==> config.mk <==
export PLATFORM = sky130hd
export DESIGN_NAME = power_mode_ctrl_flat
export DESIGN_NICKNAME = d
export VERILOG_FILES = /design/src/rtl/power_mode_ctrl_if.sv /design/src/rtl/power_mode_ctrl.sv /design/src/flat_wrapper.sv
export SDC_FILE = /design/constraint.sdc
export NUM_CORES = 1
export LEC_CHECK = 0
export ABC_AREA = 1
export CAP_MARGIN = 10
export CORE_MARGIN = 2
export CORE_UTILIZATION = 51
export CTS_BUF_LIST = sky130_fd_sc_hd__clkbuf_16
export CTS_CLUSTER_SIZE = 30
export DETAILED_ROUTE_END_ITERATION = 7
export PLACE_DENSITY = 0.73
export SYNTH_ARGS = -nofsm -noshare
export SYNTH_HDL_FRONTEND = slang
export SYNTH_SLANG_ARGS = --single-unit
export TNS_END_PERCENT = 10
==> constraint.sdc <==
create_clock -name Clk -period 1.9 [get_ports Clk]
set_clock_uncertainty 0.2 [all_clocks]
set_input_delay 0.19 -clock Clk [delete_from_list [all_inputs] [get_ports Clk]]
set_output_delay 0.19 -clock Clk [all_outputs]
set_load 0.02 [all_outputs]
==> src/rtl/power_mode_ctrl_if.sv <==
// rtl/power_mode_ctrl_if.sv - power-mode controller event inputs and mode/score outputs
interface power_mode_ctrl_if;
  logic        frame_tick;
  logic        ate_pellet;
  logic        new_map;
  logic        pacman_died;
  logic [3:0]  ghost_caught;
  logic        pellet_ack;
  logic [3:0]  frightened;
  logic        flash;
  logic        freeze;
  logic        bonus_valid;
  logic [11:0] bonus_points;
  logic        maze_flash;
  logic        level_start;
  logic [1:0]  state;

  modport master (
    output frame_tick, ate_pellet, new_map, pacman_died, ghost_caught,
    input  pellet_ack, frightened, flash, freeze, bonus_valid, bonus_points,
           maze_flash, level_start, state
  );

  modport slave (
    input  frame_tick, ate_pellet, new_map, pacman_died, ghost_caught,
    output pellet_ack, frightened, flash, freeze, bonus_valid, bonus_points,
           maze_flash, level_start, state
  );
endinterface

==> src/rtl/power_mode_ctrl.sv <==
// rtl/power_mode_ctrl.sv - power-pellet, ghost-eaten bonus chain and level-clear sequencer
module power_mode_ctrl #(
  parameter int POWER_FRAMES  = 360,
  parameter int WARN_FRAMES   = 120,
  parameter int FLASH_PERIOD  = 15,
  parameter int FREEZE_FRAMES = 30,
  parameter int CLEAR_FRAMES  = 120
) (
  input logic             Clk,
  input logic             Reset,
  power_mode_ctrl_if.slave bus
);
  typedef enum logic [1:0] {IDLE = 2'd0, POWER = 2'd1, FREEZE = 2'd2, CLEAR = 2'd3} state_t;

  localparam logic [9:0] POWER_LD  = 10'(POWER_FRAMES);
  localparam logic [9:0] WARN_LD   = 10'(WARN_FRAMES);
  localparam logic [7:0] FP_LAST   = 8'(FLASH_PERIOD - 1);
  localparam logic [7:0] FREEZE_LD = 8'(FREEZE_FRAMES);
  localparam logic [7:0] CLEAR_LD  = 8'(CLEAR_FRAMES);
  localparam logic [7:0] MAZE_LAST = 8'd14;

  state_t      st;
  logic [9:0]  timer;
  logic [7:0]  aux;
  logic [1:0]  combo;
  logic [7:0]  fcnt;
  logic        ate_q;
  logic        nm_block;
  logic [3:0]  frightened_q;
  logic        flash_q, freeze_q, pellet_ack_q, bonus_valid_q, maze_flash_q, level_start_q;
  logic [11:0] bonus_points_q;

  logic       pellet_rise, nm_go, in_power;
  logic [3:0] cand, catch_oh;
  logic [9:0] t_dec;

  assign pellet_rise = bus.ate_pellet & ~ate_q;
  // new_map must be seen low after a clear before it can start another one
  assign nm_go       = bus.new_map & ~nm_block & (st != CLEAR);
  assign in_power    = (st == POWER) || (st == FREEZE);
  assign cand        = bus.ghost_caught & frightened_q;
  assign catch_oh    = cand & (~cand + 4'd1);
  assign t_dec       = timer - 10'd1;

  assign bus.pellet_ack   = pellet_ack_q;
  assign bus.frightened   = frightened_q;
  assign bus.flash        = flash_q;
  assign bus.freeze       = freeze_q;
  assign bus.bonus_valid  = bonus_valid_q;
  assign bus.bonus_points = bonus_points_q;
  assign bus.maze_flash   = maze_flash_q;
  assign bus.level_start  = level_start_q;
  assign bus.state        = st;

  always_ff @(posedge Clk) begin
    pellet_ack_q  <= 1'b0;
    bonus_valid_q <= 1'b0;
    level_start_q <= 1'b0;
    if (Reset) begin
      st             <= IDLE;
      timer          <= '0;
      aux            <= '0;
      combo          <= '0;
      fcnt           <= '0;
      ate_q          <= 1'b0;
      nm_block       <= 1'b0;
      frightened_q   <= '0;
      flash_q        <= 1'b0;
      freeze_q       <= 1'b0;
      maze_flash_q   <= 1'b0;
      bonus_points_q <= '0;
    end else begin
      ate_q <= bus.ate_pellet;
      if (!bus.new_map) nm_block <= 1'b0;

      if (nm_go) begin
        st           <= CLEAR;
        frightened_q <= '0;
        flash_q      <= 1'b0;
        freeze_q     <= 1'b1;
        maze_flash_q <= 1'b0;
        aux          <= CLEAR_LD;
        timer        <= '0;
        fcnt         <= '0;
        nm_block     <= 1'b1;
      end else if (bus.pacman_died && st != CLEAR) begin
        st           <= IDLE;
        frightened_q <= '0;
        flash_q      <= 1'b0;
        freeze_q     <= 1'b0;
        maze_flash_q <= 1'b0;
        combo        <= '0;
        timer        <= '0;
        aux          <= '0;
        fcnt         <= '0;
      end else if (pellet_rise && st != CLEAR) begin
        // a re-arm during FREEZE leaves the running freeze in place
        if (st == IDLE) st <= POWER;
        frightened_q <= 4'hF;
        timer        <= POWER_LD;
        combo        <= '0;
        flash_q      <= 1'b0;
        fcnt         <= '0;
        pellet_ack_q <= 1'b1;
      end else if (in_power && (cand != 4'd0)) begin
        frightened_q   <= frightened_q & ~catch_oh;
        bonus_points_q <= 12'd200 << combo;
        bonus_valid_q  <= 1'b1;
        if (combo != 2'd3) combo <= combo + 2'd1;
        st       <= FREEZE;
        freeze_q <= 1'b1;
        aux      <= FREEZE_LD;
      end else if (bus.frame_tick) begin
        case (st)
          POWER: begin
            if (timer == 10'd1) begin
              st           <= IDLE;
              frightened_q <= '0;
              flash_q      <= 1'b0;
              timer        <= '0;
              fcnt         <= '0;
            end else begin
              timer <= t_dec;
              // fcnt counts frames within a flash phase; the phase parity is flash itself
              if (t_dec == WARN_LD) begin
                flash_q <= 1'b1;
                fcnt    <= '0;
              end else if (t_dec < WARN_LD) begin
                if (fcnt == FP_LAST) begin
                  fcnt    <= '0;
                  flash_q <= ~flash_q;
                end else begin
                  fcnt <= fcnt + 8'd1;
                end
              end
            end
          end
          FREEZE: begin
            if (aux == 8'd1) begin
              aux      <= '0;
              freeze_q <= 1'b0;
              if (frightened_q == 4'd0) begin
                st      <= IDLE;
                flash_q <= 1'b0;
                timer   <= '0;
                fcnt    <= '0;
              end else begin
                st <= POWER;
              end
            end else begin
              aux <= aux - 8'd1;
            end
          end
          CLEAR: begin
            if (aux == 8'd1) begin
              st            <= IDLE;
              aux           <= '0;
              freeze_q      <= 1'b0;
              maze_flash_q  <= 1'b0;
              level_start_q <= 1'b1;
              fcnt          <= '0;
            end else begin
              aux <= aux - 8'd1;
              if (fcnt == MAZE_LAST) begin
                fcnt         <= '0;
                maze_flash_q <= ~maze_flash_q;
              end else begin
                fcnt <= fcnt + 8'd1;
              end
            end
          end
          default: ;
        endcase
      end
    end
  end
endmodule

==> src/flat_wrapper.sv <==
// flat-port wrapper written by rule: the top's interface ports become plain ports
module power_mode_ctrl_flat 
#(
  parameter int POWER_FRAMES  = 360,
  parameter int WARN_FRAMES   = 120,
  parameter int FLASH_PERIOD  = 15,
  parameter int FREEZE_FRAMES = 30,
  parameter int CLEAR_FRAMES  = 120
)
  (Clk, Reset, bus_frame_tick, bus_ate_pellet, bus_new_map, bus_pacman_died, bus_ghost_caught, bus_pellet_ack, bus_frightened, bus_flash, bus_freeze, bus_bonus_valid, bus_bonus_points, bus_maze_flash, bus_level_start, bus_state);
  power_mode_ctrl_if bus_i ();
  input logic Clk;
  input logic Reset;
  input wire logic [$bits(bus_i.frame_tick)-1:0] bus_frame_tick;
  input wire logic [$bits(bus_i.ate_pellet)-1:0] bus_ate_pellet;
  input wire logic [$bits(bus_i.new_map)-1:0] bus_new_map;
  input wire logic [$bits(bus_i.pacman_died)-1:0] bus_pacman_died;
  input wire logic [$bits(bus_i.ghost_caught)-1:0] bus_ghost_caught;
  output wire logic [$bits(bus_i.pellet_ack)-1:0] bus_pellet_ack;
  output wire logic [$bits(bus_i.frightened)-1:0] bus_frightened;
  output wire logic [$bits(bus_i.flash)-1:0] bus_flash;
  output wire logic [$bits(bus_i.freeze)-1:0] bus_freeze;
  output wire logic [$bits(bus_i.bonus_valid)-1:0] bus_bonus_valid;
  output wire logic [$bits(bus_i.bonus_points)-1:0] bus_bonus_points;
  output wire logic [$bits(bus_i.maze_flash)-1:0] bus_maze_flash;
  output wire logic [$bits(bus_i.level_start)-1:0] bus_level_start;
  output wire logic [$bits(bus_i.state)-1:0] bus_state;
  assign bus_i.frame_tick = bus_frame_tick;
  assign bus_i.ate_pellet = bus_ate_pellet;
  assign bus_i.new_map = bus_new_map;
  assign bus_i.pacman_died = bus_pacman_died;
  assign bus_i.ghost_caught = bus_ghost_caught;
  assign bus_pellet_ack = bus_i.pellet_ack;
  assign bus_frightened = bus_i.frightened;
  assign bus_flash = bus_i.flash;
  assign bus_freeze = bus_i.freeze;
  assign bus_bonus_valid = bus_i.bonus_valid;
  assign bus_bonus_points = bus_i.bonus_points;
  assign bus_maze_flash = bus_i.maze_flash;
  assign bus_level_start = bus_i.level_start;
  assign bus_state = bus_i.state;
  power_mode_ctrl #(.POWER_FRAMES(POWER_FRAMES), .WARN_FRAMES(WARN_FRAMES), .FLASH_PERIOD(FLASH_PERIOD), .FREEZE_FRAMES(FREEZE_FRAMES), .CLEAR_FRAMES(CLEAR_FRAMES)) u_core (.Clk(Clk), .Reset(Reset), .bus(bus_i));
endmodule
Yosys cells after proc, flatten, opt, wreduce, memory -nomap -nowiden

Cells that the tools add are included.

Output and inout port bits: 24
Register bits after elaboration: 54
Bits of input ports: 10
Word-level logic and storage cells: 167

Bitwise gates (word level): 18
Mux-type cells: 63
Shifts and indexed selects: 1
Reduce and logical (&&, ||, !) cells: 40
Equality and inequality tests: 22
Order comparisons: 1
Add/subtract/negate cells: 5

Operators by type and width:

| kind                  | number |
|---|---|
| $mux 8                | 11 |
| $mux 10               | 3 |
| $mux 9                | 3 |
| $mux 2                | 13 |
| $pmux 8 s3            | 1 |
| $mux 1                | 21 |
| $mux 7                | 3 |
| $reduce_bool 3->1     | 7 |
| $mux 4                | 5 |
| $pmux 10 s2           | 1 |
| $reduce_bool 4->1     | 4 |
| $reduce_and 5->1      | 3 |
| $and 4x4->4           | 3 |
| $ne 6x5->1 const B    | 2 |
| $reduce_and 3->1      | 4 |
| $reduce_and 6->1      | 2 |
| $shl 8x2->12 const A  | 1 |
| $eq 10x1->1 const B   | 1 |
| $eq 10x7->1 const B   | 1 |
| $lt 10x7->1 const B   | 1 |
| $not 1->1             | 10 |
| $reduce_bool 2->1     | 5 |
| $sub 10x1->10 const B | 1 |
| $add 8x1->8 const B   | 1 |
| other kinds (30)      | 43 |

Depth between registers and ports, before layout

Depth after elaboration: 9
Gate-level depth with buffers: 15

Least setup slack after synthesis

No wires, ideal clock.

Path kind: reg-to-reg
Start point: register u_core.st[0] (netlist: u_core.bus.state[0])
End point: register u_core.st[0] (netlist: u_core.bus.state[0])
Stages on the path, launching flop included: 13
Path slack: -0.263 ns
Arrival: 1.851 ns
Library setup time: 0.112 ns
Path buffers: 1
Cell sequence: dfxtp_1 ha_1 inv_2 nand3_1 buf_4 nand2_1 inv_2 nand2_1 nor4_1 nor2_1 and2_1 nor2_1 nor2_1

Longest elaborated chain between the ends: 7
Elaborated cells on any way between the ends: 23
Those cells by class: eq/ne (8); mux (6); bitwise (1); reduce/logical (8)

Ends and longest elaborated chain:

| item                                                  | line                                           | source |
|---|---|---|
| start, declared                                       | power_mode_ctrl.sv:22                          | `state_t st;` |
| start signal, assigned                                | power_mode_ctrl.sv:60                          | `st <= IDLE;` |
| start signal, assigned                                | power_mode_ctrl.sv:77                          | `st <= CLEAR;` |
| start signal, assigned                                | power_mode_ctrl.sv:87                          | `st <= IDLE;` |
| $eq 2x2->1, or another cell as far along              | power_mode_ctrl.sv:114                         | `case (st)` |
| $pmux 2 s3 / $logic_or 1x1->1 (equally long branches) | power_mode_ctrl.sv:114, power_mode_ctrl.sv:40  |  |
| $mux 2 / $logic_and 1x1->1 (equally long branches)    | power_mode_ctrl.sv:113, power_mode_ctrl.sv:105 |  |
| $mux 2                                                | power_mode_ctrl.sv:105                         | `end else if (in_power && (cand != 4'd0)) begin` |
| $mux 2                                                | power_mode_ctrl.sv:96                          | `end else if (pellet_rise && st != CLEAR) begin` |
| $mux 2                                                | power_mode_ctrl.sv:86                          | `end else if (bus.pacman_died && st != CLEAR) begin` |
| $mux 2                                                | power_mode_ctrl.sv:76                          | `if (nm_go) begin` |

Several ways; a longest one is shown, not always the timed one. The select of a mux whose other input is x is not followed.
A chain may end at the register's enable or synchronous reset.

Worst setup path in the final report

Start point: register u_core.timer[0]
End point: register u_core.fcnt[3]

Longest elaborated chain between the ends: 5
Elaborated cells on any way between the ends: 9
Those cells by class: add/sub (1); order compare (1); eq/ne (3); mux (3); reduce/logical (1)

Ends and longest elaborated chain:

| item                                                                  | line                   | source |
|---|---|---|
| start, declared                                                       | power_mode_ctrl.sv:23  | `logic [9:0] timer;` |
| start signal, assigned                                                | power_mode_ctrl.sv:123 | `timer <= t_dec;` |
| parallel branches: the longest is 5 deep, another holds $sub 10x1->10 | --                     |  |
| end signal, assigned                                                  | power_mode_ctrl.sv:133 | `fcnt <= fcnt + 8'd1;` |
| end signal, assigned                                                  | power_mode_ctrl.sv:168 | `fcnt <= fcnt + 8'd1;` |
| end, declared                                                         | power_mode_ctrl.sv:26  | `logic [7:0] fcnt;` |

Several ways; the timed one is not identified.

==> results.sh <==
export IMPL_outcome="finished, violations left"
export IMPL_violations="negative setup slack"
export IMPL_path_max_fanout=8
export IMPL_die_w_um=81.3
export IMPL_clk_path_buf_depth=2
export IMPL_io_pins=34
export IMPL_ant_nets=0
export IMPL_nNetsFinal=609
export IMPL_cp_data_arrival_time_ns=2.07
export IMPL_die_area_um2=6610
export IMPL_wire_per_inst_um=13.2
export IMPL_ys_top_cells_by_count="nand2_1 (96), inv_1 (69), nor2_1 (69), dfxtp_1 (50), a21oi_1 (31)"
export IMPL_io_buffers=29
export IMPL_end_kind="flop"
export IMPL_yosys_area_top_type_share_pct=32.8
export IMPL_finalCriticalPeriod_ns=2.04
export IMPL_coreArea_um2=5850
export IMPL_ys_warn_count=0
export IMPL_synth_edf_count=0
export IMPL_startpoint_type="flop"
export IMPL_power_density_nw_per_um2=926
export IMPL_dr_wl_met3_um=291
export IMPL_netlist_top_cells_area="dfxtp_1 (33%), nand2_1 (12%), inv_1 (8.5%)"
export IMPL_grt_setup_unrepaired="yes"
export IMPL_routed_via_density=5.18
export IMPL_h_tree_depth=2
export IMPL_vias=3411
export IMPL_tritoncts="yes"
export IMPL_synth_seq_cells=50
export IMPL_dpl_hpwl_um=5980
export IMPL_grt_start_max_net_pins=17
export IMPL_syn_inst=467
export IMPL_start_util_pct=52.1
export IMPL_gp_congestion=0.844
export IMPL_layout_setup_ws_ns=-0.140
export IMPL_hold_viol=0
export IMPL_required_ns=1.93
export IMPL_root_buffer="clkbuf_16"
export IMPL_yosys_most_used_dff="dfxtp_1"
export IMPL_wirelength_um=8730
export IMPL_leakage_nw=2.12
export IMPL_placed_area_um2=3990
export IMPL_critPathKind="reg2reg"
export IMPL_maxCapViolCount=0
export IMPL_dr_pass1_iters=4
export IMPL_die_h_um=81.3
export IMPL_placed_cells=639
export IMPL_synth_cell_types=33
export IMPL_maxUsedRoutingLayer="met4"
export IMPL_peakVddDrop_uv=471
export IMPL_antennaDiodeCount=0
export IMPL_drc=0
export IMPL_ctsHoldBuffers=0
export IMPL_dr_first_iter_drc_count=142
export IMPL_grt_usage_pct=26.4
export IMPL_cts_buffers=5
export IMPL_min_path_type="in2reg"
export IMPL_overflow=0
export IMPL_fillCellCount=416
export IMPL_timing_hold_ws_ns=0.263
export IMPL_drive_gt1_share_pct=32.0
export IMPL_syn_avg_cell_area_um2=6.53
export IMPL_fmax_ghz=0.490
export IMPL_synth_area_leader_cell="dfxtp_1"
export IMPL_seq_area_frac_synth_pct=32.8
export IMPL_p_total_w=0.00420
export IMPL_synthArstFlopShare_pct=0
export IMPL_antenna_found_initial=0
export IMPL_syn2layout_area_growth_pct=48.6
export IMPL_m1WireLength_um=3660
export IMPL_grt_pass1_wl_um=13700
export IMPL_dr_wl_met2_um=4620
export IMPL_design_area_um2=4530
export IMPL_cts_sink_count=50
export IMPL_synth_most_common_cell="nand2_1"
export IMPL_clkLatencyLatePin_ns=0.30
export IMPL_finalNonFillerCells=659
export IMPL_grt_pass1_vias=3193
export IMPL_setup_viol=17
export IMPL_rows=28
export IMPL_fin_crit_sh_pct=107
export IMPL_syn_cell_area_um2=3050
export IMPL_clkTransAtPathRegs_ns=0.07
export IMPL_drv_slew=0
export IMPL_final_util_pct=77.4
-- placed cells by master, fill, tap and decap left out, types with 9 or more instances in the layout --
cell type	instances
clkdlybuf4s50_1	29
nor2_1	53
nor2_4	10
nand2_1	82
inv_2	12
buf_4	86
nor2_2	15
nand2_2	17
nor3_1	9
inv_1	60
a21oi_1	31
o21ai_0	22
ha_1	11
nand3_1	21
dfxtp_1	42
-- worst max-delay path: stages (launching register included) --
cell	delay, ns
dfxtp_4	0.36
inv_4	0.09
ha_4	0.18
nand2_4	0.06
nor2_2	0.08
nor2_1	0.05
nor2_1	0.08
nand2_1	0.07
nor2_2	0.15
o21ai_2	0.09
nand2_2	0.14
nand3_4	0.16
nand2_1	0.11
nand2_1	0.06
nor2_1	0.09
-- worst paths after layout --
kind	cells past startpoint	endpoint	slack (ns)	start
setup / recovery	14	u_core.fcnt[3]	-0.14	u_core.timer[0]
hold / removal	3	u_core.nm_block	0.26	bus_new_map
setup reg to reg	14	u_core.fcnt[3]	-0.14	u_core.timer[0]
hold reg to reg	2	u_core.bus.bonus_points[7]	0.28	u_core.bus.bonus_points[7]
-- stage by stage --
stage,setup TNS (ns),setup WS (ns)
after global routing,-4.62,-0.269
after global placement,-7.28,-0.254
final,-1.47,-0.140
after floorplan,-0.00190,-0.000272
after CTS,-0.555,-0.0605
after detailed placement,-10.31,-0.384
-- cells by family after synthesis --
logic type	Yosys count	share of synthesized area, %
flops	50	32.8
compound gates	79	14.6
simple gates	231	32.8
fa+ha+maj	16	6.57
buf+inv	85	11.6
xor+xnor	5	1.44
other cells	1	0.123
-- timing repair --
item	in CTS	in global routing
setup buffers	6	5
resized for setup	41	47
pin swaps	10	23
gates cloned	1	0
setup endpoints to repair	42	43
-- report_power, final --
| part | switching (W) | leakage [nW] | internal, W | total (W) |
|---|---|---|---|---|
| clock | 0.000413 | 0.0698 | 0.000488 | 0.000901 |
| combinational | 0.00115 | 1.64 | 0.000911 | 0.00206 |
| sequential | 0.0000884 | 0.411 | 0.00115 | 0.00123 |
| total | 0.00165 | 2.12 | 0.00254 | 0.00420 |
-- registers in the layout, summed over array words and instances (netlist names) --
| register | flops |
|---|---|
| u_core.combo | 2 |
| u_core.ate_q | 1 |
| u_core.bus.level_start | 1 |
| u_core.bus.maze_flash | 1 |
| u_core.fcnt | 8 |
| u_core.nm_block | 1 |
| u_core.bus.flash | 1 |
| u_core.timer | 10 |
| u_core.bus.state | 2 |
| u_core.bus.freeze | 1 |
| u_core.aux | 8 |
| u_core.bus.pellet_ack | 1 |
| u_core.bus.bonus_valid | 1 |
| u_core.bus.bonus_points | 8 |
| u_core.bus.frightened | 4 |
-- metal layers --
layer | track usage [%] | up-vias
met3 | 3.78 | 17
met4 | 7.29 | 0
met2 | 49.0 | 73
li1 | - | 1727
met1 | 31.2 | 1594
met5 | 0 | -
-- area by class of cell --
| type | count | area, um^2 | area share (%) |
|---|---|---|---|
| Sequential cell | 50 | 1020 | 22.5 |
| Clock inverter | 3 | 21.3 | 0.469 |
| Multi-Input combinational cell | 336 | 2040 | 45.0 |
| Inverter | 73 | 277 | 6.10 |
| Clock buffer | 5 | 125 | 2.76 |
| Timing Repair Buffer | 117 | 958 | 21.2 |
| Tap cell | 75 | 93.8 | 2.07 |
No activity file was read; power rests on OpenSTA's default activity.
